File: src/rtl/Purple_Jade_pkg.sv
// Shared types and default timing parameters for the branch-mispredict recovery sequencer.
package Purple_Jade_pkg;

    typedef enum logic [2:0] {
        IDLE     = 3'd0,
        FLUSH    = 3'd1,
        DRAIN    = 3'd2,
        RESTORE  = 3'd3,
        REDIRECT = 3'd4
    } recovery_state_e;

    localparam int RECOVERY_FLUSH_CYCLES  = 2;
    localparam int RECOVERY_DRAIN_TIMEOUT = 64;

    // Width able to hold values 0..max(a,b)
    function automatic int recovery_cnt_width(input int a, input int b);
        return $clog2(((a > b) ? a : b) + 1);
    endfunction

endpackage

File: src/rtl/mispredict_recovery_ctrl_sat_counter.sv
// Saturating up-counter with synchronous clear; holds at all-ones instead of wrapping.
module sat_counter #(
    parameter int WIDTH = 32
) (
    input  logic             clk_i,
    input  logic             reset_i,
    input  logic             inc_i,
    input  logic             clr_i,
    output logic [WIDTH-1:0] count_o
);

    logic [WIDTH-1:0] r_count;

    always_ff @(posedge clk_i) begin
        if (reset_i || clr_i) begin
            r_count <= '0;
        end else if (inc_i && (r_count != '1)) begin
            r_count <= r_count + 1'b1;
        end
    end

    assign count_o = r_count;

endmodule

File: src/rtl/mispredict_recovery_ctrl.sv
// Commit-time branch-mispredict recovery sequencer: flush, drain, rename rollback, fetch redirect.
// Optional performance counters are enabled by defining RECOVERY_PERF_CNT_EN.
module mispredict_recovery_ctrl
    import Purple_Jade_pkg::*;
#(
    parameter int WORD_SIZE_P   = 32,
    parameter int FLUSH_CYCLES  = RECOVERY_FLUSH_CYCLES,
    parameter int DRAIN_TIMEOUT = RECOVERY_DRAIN_TIMEOUT
) (
    input  logic                   clk_i,
    input  logic                   reset_i,
    input  logic                   mispredict_v_i,
    input  logic [WORD_SIZE_P-1:0] mispredict_pc_i,
    input  logic                   rob_empty_i,
    input  logic                   sb_pending_i,
    input  logic                   fu_busy_i,
    input  logic                   fetch_ready_i,
    output logic                   flush_o,
    output logic                   decode_hold_o,
    output logic                   rename_rollback_o,
    output logic                   redirect_v_o,
    output logic [WORD_SIZE_P-1:0] redirect_pc_o,
    output logic                   recovering_o,
    output logic                   drain_timeout_o
`ifdef RECOVERY_PERF_CNT_EN
    ,
    output logic [31:0]            perf_recoveries_o,
    output logic [31:0]            perf_stall_cycles_o
`endif
);

    localparam int CNT_W = recovery_cnt_width(FLUSH_CYCLES, DRAIN_TIMEOUT);
    localparam logic [CNT_W-1:0] FLUSH_LAST = CNT_W'(FLUSH_CYCLES - 1);
    localparam logic [CNT_W-1:0] DRAIN_LAST = CNT_W'(DRAIN_TIMEOUT - 1);

    recovery_state_e        r_state;
    recovery_state_e        w_state_next;
    logic [CNT_W-1:0]       r_cnt;
    logic [WORD_SIZE_P-1:0] r_pc;
    logic                   r_drain_timeout;
    logic                   w_drain_ok;
    logic                   w_drain_expired;
    logic                   w_start;

    assign w_drain_ok      = rob_empty_i & ~sb_pending_i & ~fu_busy_i;
    assign w_drain_expired = (r_state == DRAIN) & ~w_drain_ok & (r_cnt == DRAIN_LAST);
    assign w_start         = (r_state == IDLE) & mispredict_v_i;

    always_ff @(posedge clk_i) begin
        if (reset_i) begin
            r_state <= IDLE;
        end else begin
            r_state <= w_state_next;
        end
    end

    // cnt restarts on every state change, so FLUSH and DRAIN each start from zero.
    always_ff @(posedge clk_i) begin
        if (reset_i) begin
            r_cnt           <= '0;
            r_pc            <= '0;
            r_drain_timeout <= 1'b0;
        end else begin
            if (w_state_next != r_state) begin
                r_cnt <= '0;
            end else if (((r_state == FLUSH) || (r_state == DRAIN)) && (r_cnt != '1)) begin
                r_cnt <= r_cnt + 1'b1;
            end
            if (w_start) begin
                r_pc <= mispredict_pc_i;
            end
            if (w_drain_expired) begin
                r_drain_timeout <= 1'b1;
            end
        end
    end

    always_comb begin
        w_state_next = r_state;
        case (r_state)
            IDLE:     if (mispredict_v_i) w_state_next = FLUSH;
            FLUSH:    if (r_cnt == FLUSH_LAST) w_state_next = DRAIN;
            DRAIN:    if (w_drain_ok || w_drain_expired) w_state_next = RESTORE;
            RESTORE:  w_state_next = REDIRECT;
            REDIRECT: if (fetch_ready_i) w_state_next = IDLE;
            default:  w_state_next = IDLE;
        endcase
    end

    always_comb begin
        flush_o           = 1'b0;
        decode_hold_o     = 1'b0;
        rename_rollback_o = 1'b0;
        redirect_v_o      = 1'b0;
        redirect_pc_o     = '0;
        recovering_o      = (r_state != IDLE);
        drain_timeout_o   = r_drain_timeout;
        case (r_state)
            FLUSH: begin
                flush_o       = 1'b1;
                decode_hold_o = 1'b1;
            end
            DRAIN: begin
                decode_hold_o = 1'b1;
            end
            RESTORE: begin
                rename_rollback_o = 1'b1;
                decode_hold_o     = 1'b1;
            end
            REDIRECT: begin
                redirect_v_o  = 1'b1;
                redirect_pc_o = r_pc;
                decode_hold_o = 1'b1;
            end
            default: begin
            end
        endcase
    end

`ifdef RECOVERY_PERF_CNT_EN
    logic w_stall_inc;
    assign w_stall_inc = (r_state != IDLE);

    sat_counter #(.WIDTH(32)) u_perf_recoveries (
        .clk_i   (clk_i),
        .reset_i (reset_i),
        .inc_i   (w_start),
        .clr_i   (1'b0),
        .count_o (perf_recoveries_o)
    );

    sat_counter #(.WIDTH(32)) u_perf_stall_cycles (
        .clk_i   (clk_i),
        .reset_i (reset_i),
        .inc_i   (w_stall_inc),
        .clr_i   (1'b0),
        .count_o (perf_stall_cycles_o)
    );
`else
    // Base build: no performance counters.
`endif

endmodule

File: config.mk
export PLATFORM = sky130hd
export DESIGN_NAME = mispredict_recovery_ctrl
export DESIGN_NICKNAME = d
export VERILOG_FILES = /design/src/rtl/Purple_Jade_pkg.sv /design/src/rtl/mispredict_recovery_ctrl_sat_counter.sv /design/src/rtl/mispredict_recovery_ctrl.sv
export SDC_FILE = /design/constraint.sdc
export NUM_CORES = 1
export LEC_CHECK = 0
export ABC_AREA = 0
export BUFFER_PORTS_ARGS = -buffer_cell sky130_fd_sc_hd__buf_2
export CORE_ASPECT_RATIO = 0.9
export CORE_MARGIN = 5
export CORE_UTILIZATION = 45
export DETAILED_ROUTE_END_ITERATION = 8
export PLACE_DENSITY = 0.76
export SETUP_SLACK_MARGIN = 0.5
export SYNTH_ARGS = -nofsm -noshare
export SYNTH_HDL_FRONTEND = slang
export SYNTH_HIERARCHICAL = 1
export SYNTH_SLANG_ARGS = --single-unit
File: constraint.sdc
create_clock -name clk_i -period 2.4 [get_ports clk_i]
set_input_delay 0.24 -clock clk_i [delete_from_list [all_inputs] [get_ports clk_i]]
set_output_delay 0.24 -clock clk_i [all_outputs]
set_load 0.05 [all_outputs]
Word-level counts from Yosys, hierarchy flattened
Index checks and enable logic that the tools add are counted.

Equality and inequality tests: 8. Reduce and logical (&&, ||, !) cells: 7. $add $sub $neg: 1. Bitwise gates (word level): 8. Muxes and demuxes: 10.

Operators with widths (number): 2-to-1 mux 32 bit (1); one-hot mux 3 bit (5 select lines) (1); 2-to-1 mux 3 bit (4); adder 7 x 1 -> 7 bit, second input constant (1); equality test 7 x 1 -> 1 bit, second input constant (1); equality test 7 x 6 -> 1 bit, second input constant (1); != test 7 bit, second input constant (1); equality test 3 x 2 -> 1 bit, second input constant (2); bitwise AND 1 bit (5); 2-to-1 mux 1 bit (4); OR reduction 4 bit (1); equality test 3 x 1 -> 1 bit, second input constant (1); equality test 3 bit, second input constant (1); logical NOT 3 bit (1); != test 3 bit (1); inverter 1 bit (3); nonzero test 3 bit (1); logical OR 1 bit (2); OR reduction 2 bit (1); logical AND 1 bit (1).

Register bits: 43. Output and inout bits: 38. Input port bits: 39. Logic and storage cells: 38.

Depth between registers and ports, before layout
Gate-level depths: netlist of the first run.

Word-level depth: 11. Depth in mapped cells: 7. Gate-level depth less buffers: 5.

Worst setup path after synthesis of the first run
Ideal clock, no wire load.

Path kind: register -> output. From: reg r_state[2]. To: out redirect_pc_o[22]. Stages on the path, launching flop included: 5. Data required time: 2160 ps. Arrival time: 2031 ps. Slack: 129 ps. Path buffers: 2. Path through: dfxtp_1 > buf_2 > nor3b_1 > clkbuf_1 > and2_1.

Longest elaborated chain between the ends: 2.

Ends and longest elaborated chain: start, declared (RTL line mispredict_recovery_ctrl.sv:36) `recovery_state_e r_state;`; start signal, assigned (RTL line mispredict_recovery_ctrl.sv:53) `r_state <= w_state_next;`; equality test 3 bit (RTL line mispredict_recovery_ctrl.sv:98) `case (r_state)`; 2-to-1 mux 32 bit (RTL line mispredict_recovery_ctrl.sv:98); end, declared (RTL line mispredict_recovery_ctrl.sv:22) `output logic [WORD_SIZE_P-1:0] redirect_pc_o,`.

Every way passes these cells.

Final worst setup path of the first run
From: reg r_state[2]. To: out redirect_pc_o[29].

The elaborated chain is that of the path after synthesis.

==> qor.yml, run 1 <==
hold_path:
  min_from: "mispredict_pc_i[20]"
  min_path_cells: 3
  min_path_type: "primary input to flip-flop"
  holdPathEnd: "r_pc[20]"
cts:
  htree_levels: 2
  cts_buffers: 5
  clkLatencyLatePin_ps: 290
  cts-root-buf: "clkbuf_8"
  tritoncts: "done"
  ctsHoldBuffers: 0
  post_cts_buffers: 0
  clkSinkCount: 43
  clk_pin_slew_ps: 80
  ctsLongestPathBuffers: 2
timing:
  drv_slew: 0
  tightest_slew_ps: 604.7
  fin_crit_sh_pct: 75.39
  holdWs_ps: 174.6
  timing.final.ws_setup_ps: 590.5
  fmax_mhz: 552.6
  rsz0062_at_grt: "true"
  hold_viol: 0
  maxSlewHeadroom_pct: 59.41
  setup_viol: 0
  clock_skew_ps: 4.442
  fin_setup_tns_ps: 0
  period_minus_slack_ps: 1809
final_layout:
  area_growth_pct: 26.62
  layout.nets: 368
  num_antenna_cells: 0
  fin_cells: 388
  layout-drive-gt1-share_pct: 33.84
  multiInputGateArea_sq_um: 1028
  mostFrequentLayoutCells: "buf_2 (76), nand2_1 (67), dfxtp_1 (40), a21oi_1 (36), and2_1 (24)"
  seqCellArea_sq_um: 867.1
  mostFrequentLayoutCell: "buf_2"
  num-fill-cells: 407
logic_synthesis:
  synthMuxAreaShare_pct: 0
  synthAdderAreaFrac_pct: 1.262
  yosys.area_share.simple_pct: 33.25
  synth_ff_type: "dfxtp_1"
  ys_types: 38
  synth_warnings: 6
  synth_area_per_cell_sq_um: 7.747
  syn_inst: 256
  syn_area_sq_um: 1983
  synth-xor-area-share_pct: 0.8833
  synth_compound_area_share_pct: 15.65
  ys_ff_latch: 43
  syn_nets: 297
  synth_edf_count: 0
  synth-seq-area-share_pct: 43.41
  async_reset_ff_share_pct: 0
  synth_top_family_by_area: "simple AND/OR/NAND/NOR gates"
global_route:
  grt_first_pass_wirelength_um: 7541
  grt_max_degree: 21
  antenna_found_initial: 0
  grt_pass1_vias: 1717
  gr-total-overflow: 0
  grt.total_usage_pct: 16.04
floorplan:
  initial_utilization_pct: 47.71
  die_y_um: 72.98
  fp.dieW_um: 79.98
  rows: 22
  core_region_area_sq_um: 4156
  io_pins: 77
  die_area_sq_um: 5837
worst_setup_path:
  rr_startpoint: "r_cnt[0]"
  worstSetupPathType: "flip-flop to output port"
  reg2regPathDepth: 5
  cp_max_fo: 20
  r2r_setup_slack_ps: 620
  crit_path_end_kind: "output port"
  crit_required_ps: 2160
  startpoint_type: "flip-flop"
  cp.arrival_ps: 1570
  r2r-end: "r_cnt[1]"
drt:
  wl_um: 4525
  viasPerCell: 4.753
  routedWlPerCell_um: 11.66
  post-route-drc-count: 0
  antenna_left: 0
  drt_iter0_drc: 73
  first_pass_iters: 4
  dr_total_vias: 1844
power:
  power.density_nw_per_um2: 578.8
  switching_power_w: 0.0004090
  p_leak_nw: 1.147
  pwr-share-comb_pct: 15.3
  p_sw_share_pct: 28.14
  vdd_ir_drop_max_mv: 0.5005
  p_int_w: 0.001044
  seqPwrFrac_pct: 53.9
  clkPwrFrac_pct: 30.8
placement:
  place.gp.congestion: 0.8373
  post-place-cells: 380
  dpl.hpwl_um: 3330
  io_buffers: 76
  dp_slack_ps: 599.9
run_status:
  outcome: "finished, final reports clean"
flow_run:
  cap_violations: 0
-- worst max-delay path by stage --
stage | start | endpoint | depth (start not counted)
2_1_floorplan | r_state[2] | redirect_pc_o[22] | 4
3_3_place_gp | r_cnt[0] | r_cnt[4] | 5
3_5_place_dp | r_cnt[0] | r_cnt[4] | 5
4_1_cts | r_state[2] | redirect_pc_o[27] | 4
5_1_grt | r_state[2] | redirect_pc_o[27] | 4
6_report | r_state[2] | redirect_pc_o[29] | 4
-- per-layer routing --
metal	GRT usage (%)	vias to the layer above	share of wire, %
met5	0	-	0
met4	4.878	0	0.84
met3	4.938	5	7.6
met2	27.11	56	46
met1	19.58	807	46
li1	-	976	-
-- what timing repair did --
item                       in CTS  in global routing
pin swaps                       0                  1
setup endpoints to repair      33                 37
resized for setup               1                  3
-- cells in the mapped netlist (2+ instances only) --
| cell type | instances | area share, % |
|---|---|---|
| nor3_2 | 2 | 1.0 |
| xnor2_1 | 2 | 0.88 |
| buf_2 | 4 | 1.0 |
| clkbuf_1 | 11 | 2.1 |
| nor3b_1 | 2 | 0.76 |
| o21a_1 | 2 | 0.76 |
| o21ai_0 | 3 | 0.76 |
| and2_1 | 32 | 10 |
| ha_1 | 2 | 1.3 |
| or3_1 | 3 | 0.95 |
| a21oi_1 | 36 | 9.1 |
| nand2_1 | 67 | 13 |
| a31oi_1 | 2 | 0.63 |
| nor3_1 | 3 | 0.76 |
| nand3_1 | 3 | 0.76 |
| nor2_1 | 12 | 2.3 |
| inv_1 | 7 | 1.3 |
| dfxtp_1 | 43 | 43 |
-- layout make-up --
class	count	area share, %
multi-input cells	188	40.96
flip-flops and latches	43	34.53
repair buffers	82	16.94
well taps	60	2.990
clock buffers	5	2.740
inverters	7	1.046
clock inverters	3	0.7972
-- worst max-delay path, cell delays in order, from the launching register on --
cell     delay, ps
dfxtp_4        420
nor3b_2        210
buf_4          230
and2_2         160
buf_2          250
-- cells by family after synthesis --
kind of cell | count (synthesis)
compound gates | 50
simple gates | 134
flops | 43
buf+inv | 25
fa+ha+maj | 2
xor+xnor | 2
-- flip-flops by register name, indices dropped and copies added (netlist names) --
signal and flops:
r_cnt 7, r_state 3, drain_timeout_o 1, r_pc 32
-- through the flow --
step           util, %  area, sq um  total power, W
3_3_place_gp     58.13         2416        0.001019
5_1_grt          60.42         2511        0.001537
6_report         60.42         2511        0.001453
3_5_place_dp     58.13         2416        0.001026
2_1_floorplan        -         1996       0.0009557
4_1_cts          60.30         2506        0.001472
-- power groups by stage --
stage	combinational [W]	clock [W]	sequential [W]
final	0.000223	0.000448	0.000783
after global routing	0.000251	0.000496	0.000790
after CTS	0.000226	0.000462	0.000783
after detailed placement	0.000225	0	0.000800
after global placement	0.000221	0	0.000798
after floorplan	0.000167	0	0.000789
No activity file was read; power rests on OpenSTA's default activity.
==> run 2: changes to the inputs <==
Clock period 2.4 ns to 1.9 ns, I/O delays scaled along.
==> qor.yml, run 2 (synthesized netlist as in run 1, its figures left out) <==
drt:
  viasPerCell: 5.485  # +15%
  post-route-drc-count: 0  # unchanged
  drt_iter0_drc: 250  # +240%
  routedWlPerCell_um: 17.47  # +50%
  dr_total_vias: 2260  # +23%
  antenna_left: 0  # unchanged
  wl_um: 7198  # +59%
  first_pass_iters: 5  # +1
global_route:
  gr-total-overflow: 0  # unchanged
  grt_pass1_vias: 1966  # +15%
  grt_max_degree: 33  # +57%
  use_met2_pct: 35.85  # +8.7 points
  use_met1_pct: 26.56  # +7.0 points
  grt-busiest-layer: "met2"
  gr-usage-met3_pct: 5.679  # +0.74 points
  grt.total_usage_pct: 20.88  # +4.8 points
  antenna_found_initial: 0  # unchanged
  grt_first_pass_wirelength_um: 9604  # +27%
cts:
  ctsLongestPathBuffers: 2  # unchanged
  cts_buffers: 5  # unchanged
  cts-root-buf: "clkbuf_8"
  clk_pin_slew_ps: 90  # about the same
  clkSinkCount: 43  # unchanged
  clkLatencyLatePin_ps: 290  # about the same
  ctsHoldBuffers: 0  # unchanged
  htree_levels: 2  # unchanged
  tritoncts: "done"
timing:
  maxSlewHeadroom_pct: 70.59  # +11 points
  fin_crit_sh_pct: 90.67
  drv_slew: 0  # unchanged
  timing.final.ws_setup_ps: 177.2  # -413.3 ps
  period_minus_slack_ps: 1723
  tightest_slew_ps: 441.2  # -163.5 ps
  rsz0062_at_grt: "true"
  holdWs_ps: 124.2  # -50.38 ps
  hold_viol: 0  # unchanged
  setup_viol: 0  # unchanged
  clock_skew_ps: 10.27  # +5.829 ps
  fin_setup_tns_ps: 0  # unchanged
  fmax_mhz: 580.4
run_status:
  outcome: "finished, final reports clean"
floorplan:
  die_y_um: 72.98  # unchanged
  die_area_sq_um: 5837  # unchanged
  io_pins: 77  # unchanged
  initial_utilization_pct: 47.71  # unchanged
  rows: 22  # unchanged
  fp.dieW_um: 79.98  # unchanged
  core_region_area_sq_um: 4156  # unchanged
power:
  vdd_ir_drop_max_mv: 0.4780  # -4.5%
  power.density_nw_per_um2: 641.2  # +11%
  p_leak_nw: 1.442  # +26%
final_layout:
  fin_util_pct: 81.61  # +21 points
  largest_reg_flops: 32  # unchanged
  reg.largest.list: "r_pc (32), r_cnt (7), r_state (3)"
  num_antenna_cells: 0  # unchanged
  layout.nets: 392  # +6.5%
  layout-drive-gt1-share_pct: 51.14  # +17 points
  mostFrequentLayoutCells: "nand2_1 (67), buf_2 (39), dfxtp_1 (38), and2_4 (33), buf_8 (32)"
  mostFrequentLayoutCell: "nand2_1"
  top_register: "r_pc"
  area_growth_pct: 71.04
worst_setup_path:
  r2r-end: "r_cnt[1]"
  rr_startpoint: "r_state[0]"
  cp_max_fo: 6  # -70%
  timing.critical_path.from: "r_state[2]"
  crit_required_ps: 1710  # -450 ps
  startpoint_type: "flip-flop"
  crit_path_end: "redirect_pc_o[17]"
  reg2regPathDepth: 5  # unchanged
  crit_path_end_kind: "output port"
  cp.arrival_ps: 1530  # -40 ps
  r2r_setup_slack_ps: 200  # -420 ps
  worstSetupPathType: "flip-flop to output port"
flow_run:
  cap_violations: 0  # unchanged
placement:
  dpl.hpwl_um: 3289  # -1.2%
  io_buffers: 76  # unchanged
  place.gp.congestion: 0.7900  # -5.6%
  dp_slack_ps: 180.8  # -419.1 ps
hold_path:
  min_path_type: "primary input to flip-flop"
run 2: cell type report:
class	count	area (sq um)
Clock buffer	6	82.58
Timing Repair Buffer	106	1087
Sequential cell	43	879.6
Clock inverter	2	35.03
Inverter	7	26.28
Tap cell	60	75.07
Fill cell	227	764.5
Multi-Input combinational cell	188	1206
run 2: worst min-delay path by stage:
| stage | start | to | cells after the start |
|---|---|---|---|
| after detailed placement | mispredict_pc_i[24] | r_pc[24] | 3 |
| final | mispredict_pc_i[9] | r_pc[9] | 3 |
| after CTS | mispredict_pc_i[24] | r_pc[24] | 3 |
| after global routing | mispredict_pc_i[21] | r_pc[21] | 3 |
| after global placement | mispredict_pc_i[1] | r_pc[1] | 3 |
| after floorplan | mispredict_pc_i[0] | r_pc[0] | 2 |
run 2: timing repair:
item | 4_1_cts | 5_1_grt
cloned | 4 | 3
pin swaps | 19 | 13
gates resized for setup | 133 | 18
setup endpoints to repair | 77 | 79
buffers inserted | 11 | 7
run 2: metrics by stage:
stage          total power [W]  std cells  cell area, sq um
6_report              0.002175        412              3392
5_1_grt               0.002254        412              3392
4_1_cts               0.002102        402              3197
3_5_place_dp          0.001315        379              2517
3_3_place_gp          0.001306        379              2517
2_1_floorplan         0.001223        256              2118
run 2: routing by layer:
layer  wire length (um)  up-vias
met5                  0        -
met4                126        0
met3                613       20
met2               3637      135
met1               2820     1075
li1                   -     1030
run 2: worst max-delay path: stages, from the launching register on:
cell and delay [ps]:
dfxtp_4 370, nor3b_4 260, buf_4 180, buf_6 130, and2_4 150, buf_8 140
run 2: power breakdown:
part	internal [W]	total, W	switching [W]	leakage [nW]
logic	0.000191	0.000435	0.000244	1.03
registers	0.000955	0.000993	0.0000380	0.355
clock network	0.000426	0.000747	0.000321	0.0612
total	0.00157	0.00217	0.000603	1.44
==> run 3: changes to the inputs <==
Settings changed: TNS_END_PERCENT set to 50.
Clock period 1.9 ns to 1.7 ns, I/O delays scaled along.
==> qor.yml, run 3 (synthesized netlist as in run 1, its figures left out) <==
final_layout:
  area_growth_pct: 65.43
  top_register: "r_pc"
  num-fill-cells: 288  # +27%
  largest_reg_flops: 32  # unchanged
  mostFrequentLayoutCells: "nand2_1 (66), buf_2 (40), dfxtp_1 (38), a21oi_1 (34), and2_4 (33)"
  mostFrequentLayoutCell: "nand2_1"
  reg.largest.list: "r_pc (32), r_cnt (7), r_state (3)"
  fin_cells: 408  # -0.97%
  layout-drive-gt1-share_pct: 47.41  # -3.7 points
  fin_util_pct: 78.93  # -2.7 points
  layout.nets: 388  # -1.0%
  num_antenna_cells: 0  # unchanged
global_route:
  grt.total_usage_pct: 18.76  # -2.1 points
  grt_max_degree: 33  # unchanged
  grt_pass1_vias: 1890  # -3.9%
  grt_first_pass_wirelength_um: 8728  # -9.1%
  antenna_found_initial: 0  # unchanged
  gr-total-overflow: 0  # unchanged
power:
  vdd_ir_drop_max_mv: 0.7406  # +55%
  power.density_nw_per_um2: 752.8  # +17%
  p_leak_nw: 1.407  # -2.5%
floorplan:
  fp.dieW_um: 79.98  # unchanged
  core_region_area_sq_um: 4156  # unchanged
  io_pins: 77  # unchanged
  die_area_sq_um: 5837  # unchanged
  rows: 22  # unchanged
  initial_utilization_pct: 47.71  # unchanged
  die_y_um: 72.98  # unchanged
cts:
  cts-root-buf: "clkbuf_8"
  ctsHoldBuffers: 0  # unchanged
  cts_buffers: 5  # unchanged
  clk_pin_slew_ps: 80  # about the same
  tritoncts: "done"
  clkLatencyLatePin_ps: 290  # about the same
  ctsLongestPathBuffers: 2  # unchanged
  htree_levels: 2  # unchanged
  clkSinkCount: 43  # unchanged
timing:
  drv_slew: 0  # unchanged
  fin_setup_tns_ps: 0  # unchanged
  period_minus_slack_ps: 1626
  hold_viol: 0  # unchanged
  rsz0062_at_grt: "true"
  holdWs_ps: 105.0  # -19.27 ps
  maxSlewHeadroom_pct: 67.02  # -3.6 points
  setup_viol: 0  # unchanged
  fmax_mhz: 615.1
  fin_crit_sh_pct: 95.64
  tightest_slew_ps: 493.6  # +52.37 ps
  clock_skew_ps: 6.316  # -3.954 ps
drt:
  first_pass_iters: 4  # -1
  viasPerCell: 4.944  # -9.9%
  wl_um: 5504  # -24%
  routedWlPerCell_um: 13.49  # -23%
  post-route-drc-count: 0  # unchanged
  dr_total_vias: 2017  # -11%
  antenna_left: 0  # unchanged
  drt_iter0_drc: 98  # -61%
worst_setup_path:
  worstPathCellList: "buf_4 -> xnor2_1 -> a311o_1 -> or3_1 -> a21oi_2"
  worstSetupPathType: "flip-flop to flip-flop"
  critPathSlowestCell: "or3_1"
  crit_required_ps: 1930  # +220 ps
  slowest_delay_ps: 390  # +20 ps
  crit_path_end_kind: "flip-flop"
  cp_max_fo: 6  # unchanged
  cp.arrival_ps: 1860  # +330 ps
  startpoint_type: "flip-flop"
  cp.buffers_inverters: 1  # -2
  cpLargestDelayFamily: "compound AO/OA/AOI/OAI gates"
flow_run:
  cap_violations: 0  # unchanged
run_status:
  outcome: "finished, final reports clean"
placement:
  place.gp.congestion: 0.7940  # +0.51%
  post-place-cells: 381  # +0.53%
  io_buffers: 76  # unchanged
  dpl.hpwl_um: 3403  # +3.5%
hold_path:
  min_path_type: "primary input to flip-flop"
## run 3: cell count changes in the layout (fill, tap and decap cells not counted), sizes merged
cell / before / now
bufinv: 1 / 2
buf: 103 / 101
clkbuf: 9 / 7
clkinv: 1 / 0
## run 3: power breakdown
part | switching [W] | internal, W
Sequential | 0.0000369 | 0.00107
Clock | 0.000337 | 0.000587
Combinational | 0.000238 | 0.000205
## run 3: layout make-up
class	instances	area [sq um]	area share, %
inverter	7	26.28	0.8009
multi-input combinational	188	1185	36.12
clock inverter	2	60.06	1.831
tap	60	75.07	2.288
sequential	43	879.6	26.81
timing repair buffer	102	982.2	29.94
clock buffer	6	72.57	2.212
## run 3: path summary, 6_finish.rpt
path                       from       end  slack (ps)  depth (start not counted)
min reg2reg            r_pc[28]  r_pc[28]         460                          2
min          mispredict_pc_i[6]   r_pc[6]         100                          3
max                  r_state[1]  r_cnt[3]          70                          5
max reg2reg          r_state[1]  r_cnt[3]          70                          5
## run 3: per-stage QoR
step           instance area, sq um  total power [W]  setup WS, ps
2_1_floorplan                  2143         0.001369         221.6
3_3_place_gp                   2565         0.001479         197.3
3_5_place_dp                   2565         0.001490         107.6
4_1_cts                        3147         0.002454         76.86
5_1_grt                        3281         0.002589         2.338
6_report                       3281         0.002470         74.19
## run 3: timing repair
item,CTS,global route
pin swaps,7,10
endpoints found under the setup margin,79,79
setup buffers,11,6
gates resized for setup,104,16
gates cloned,1,1
endpoints found under the hold margin,0,0
## run 3: worst min-delay path: stages
cell and delay (ps):
buf_2 100, nand2_1 40, a21oi_1 50
## run 3: per-layer routing
metal  wire (um)  track usage [%]  part of all wire, %  vias to the layer above
met5           0                0                    0                        -
met4          60            4.503                  1.1                        0
met3         353            5.679                  6.4                        8
met2        2760            32.81                   50                       64
met1        2330            22.52                   42                      920
li1            -                -                    -                     1025
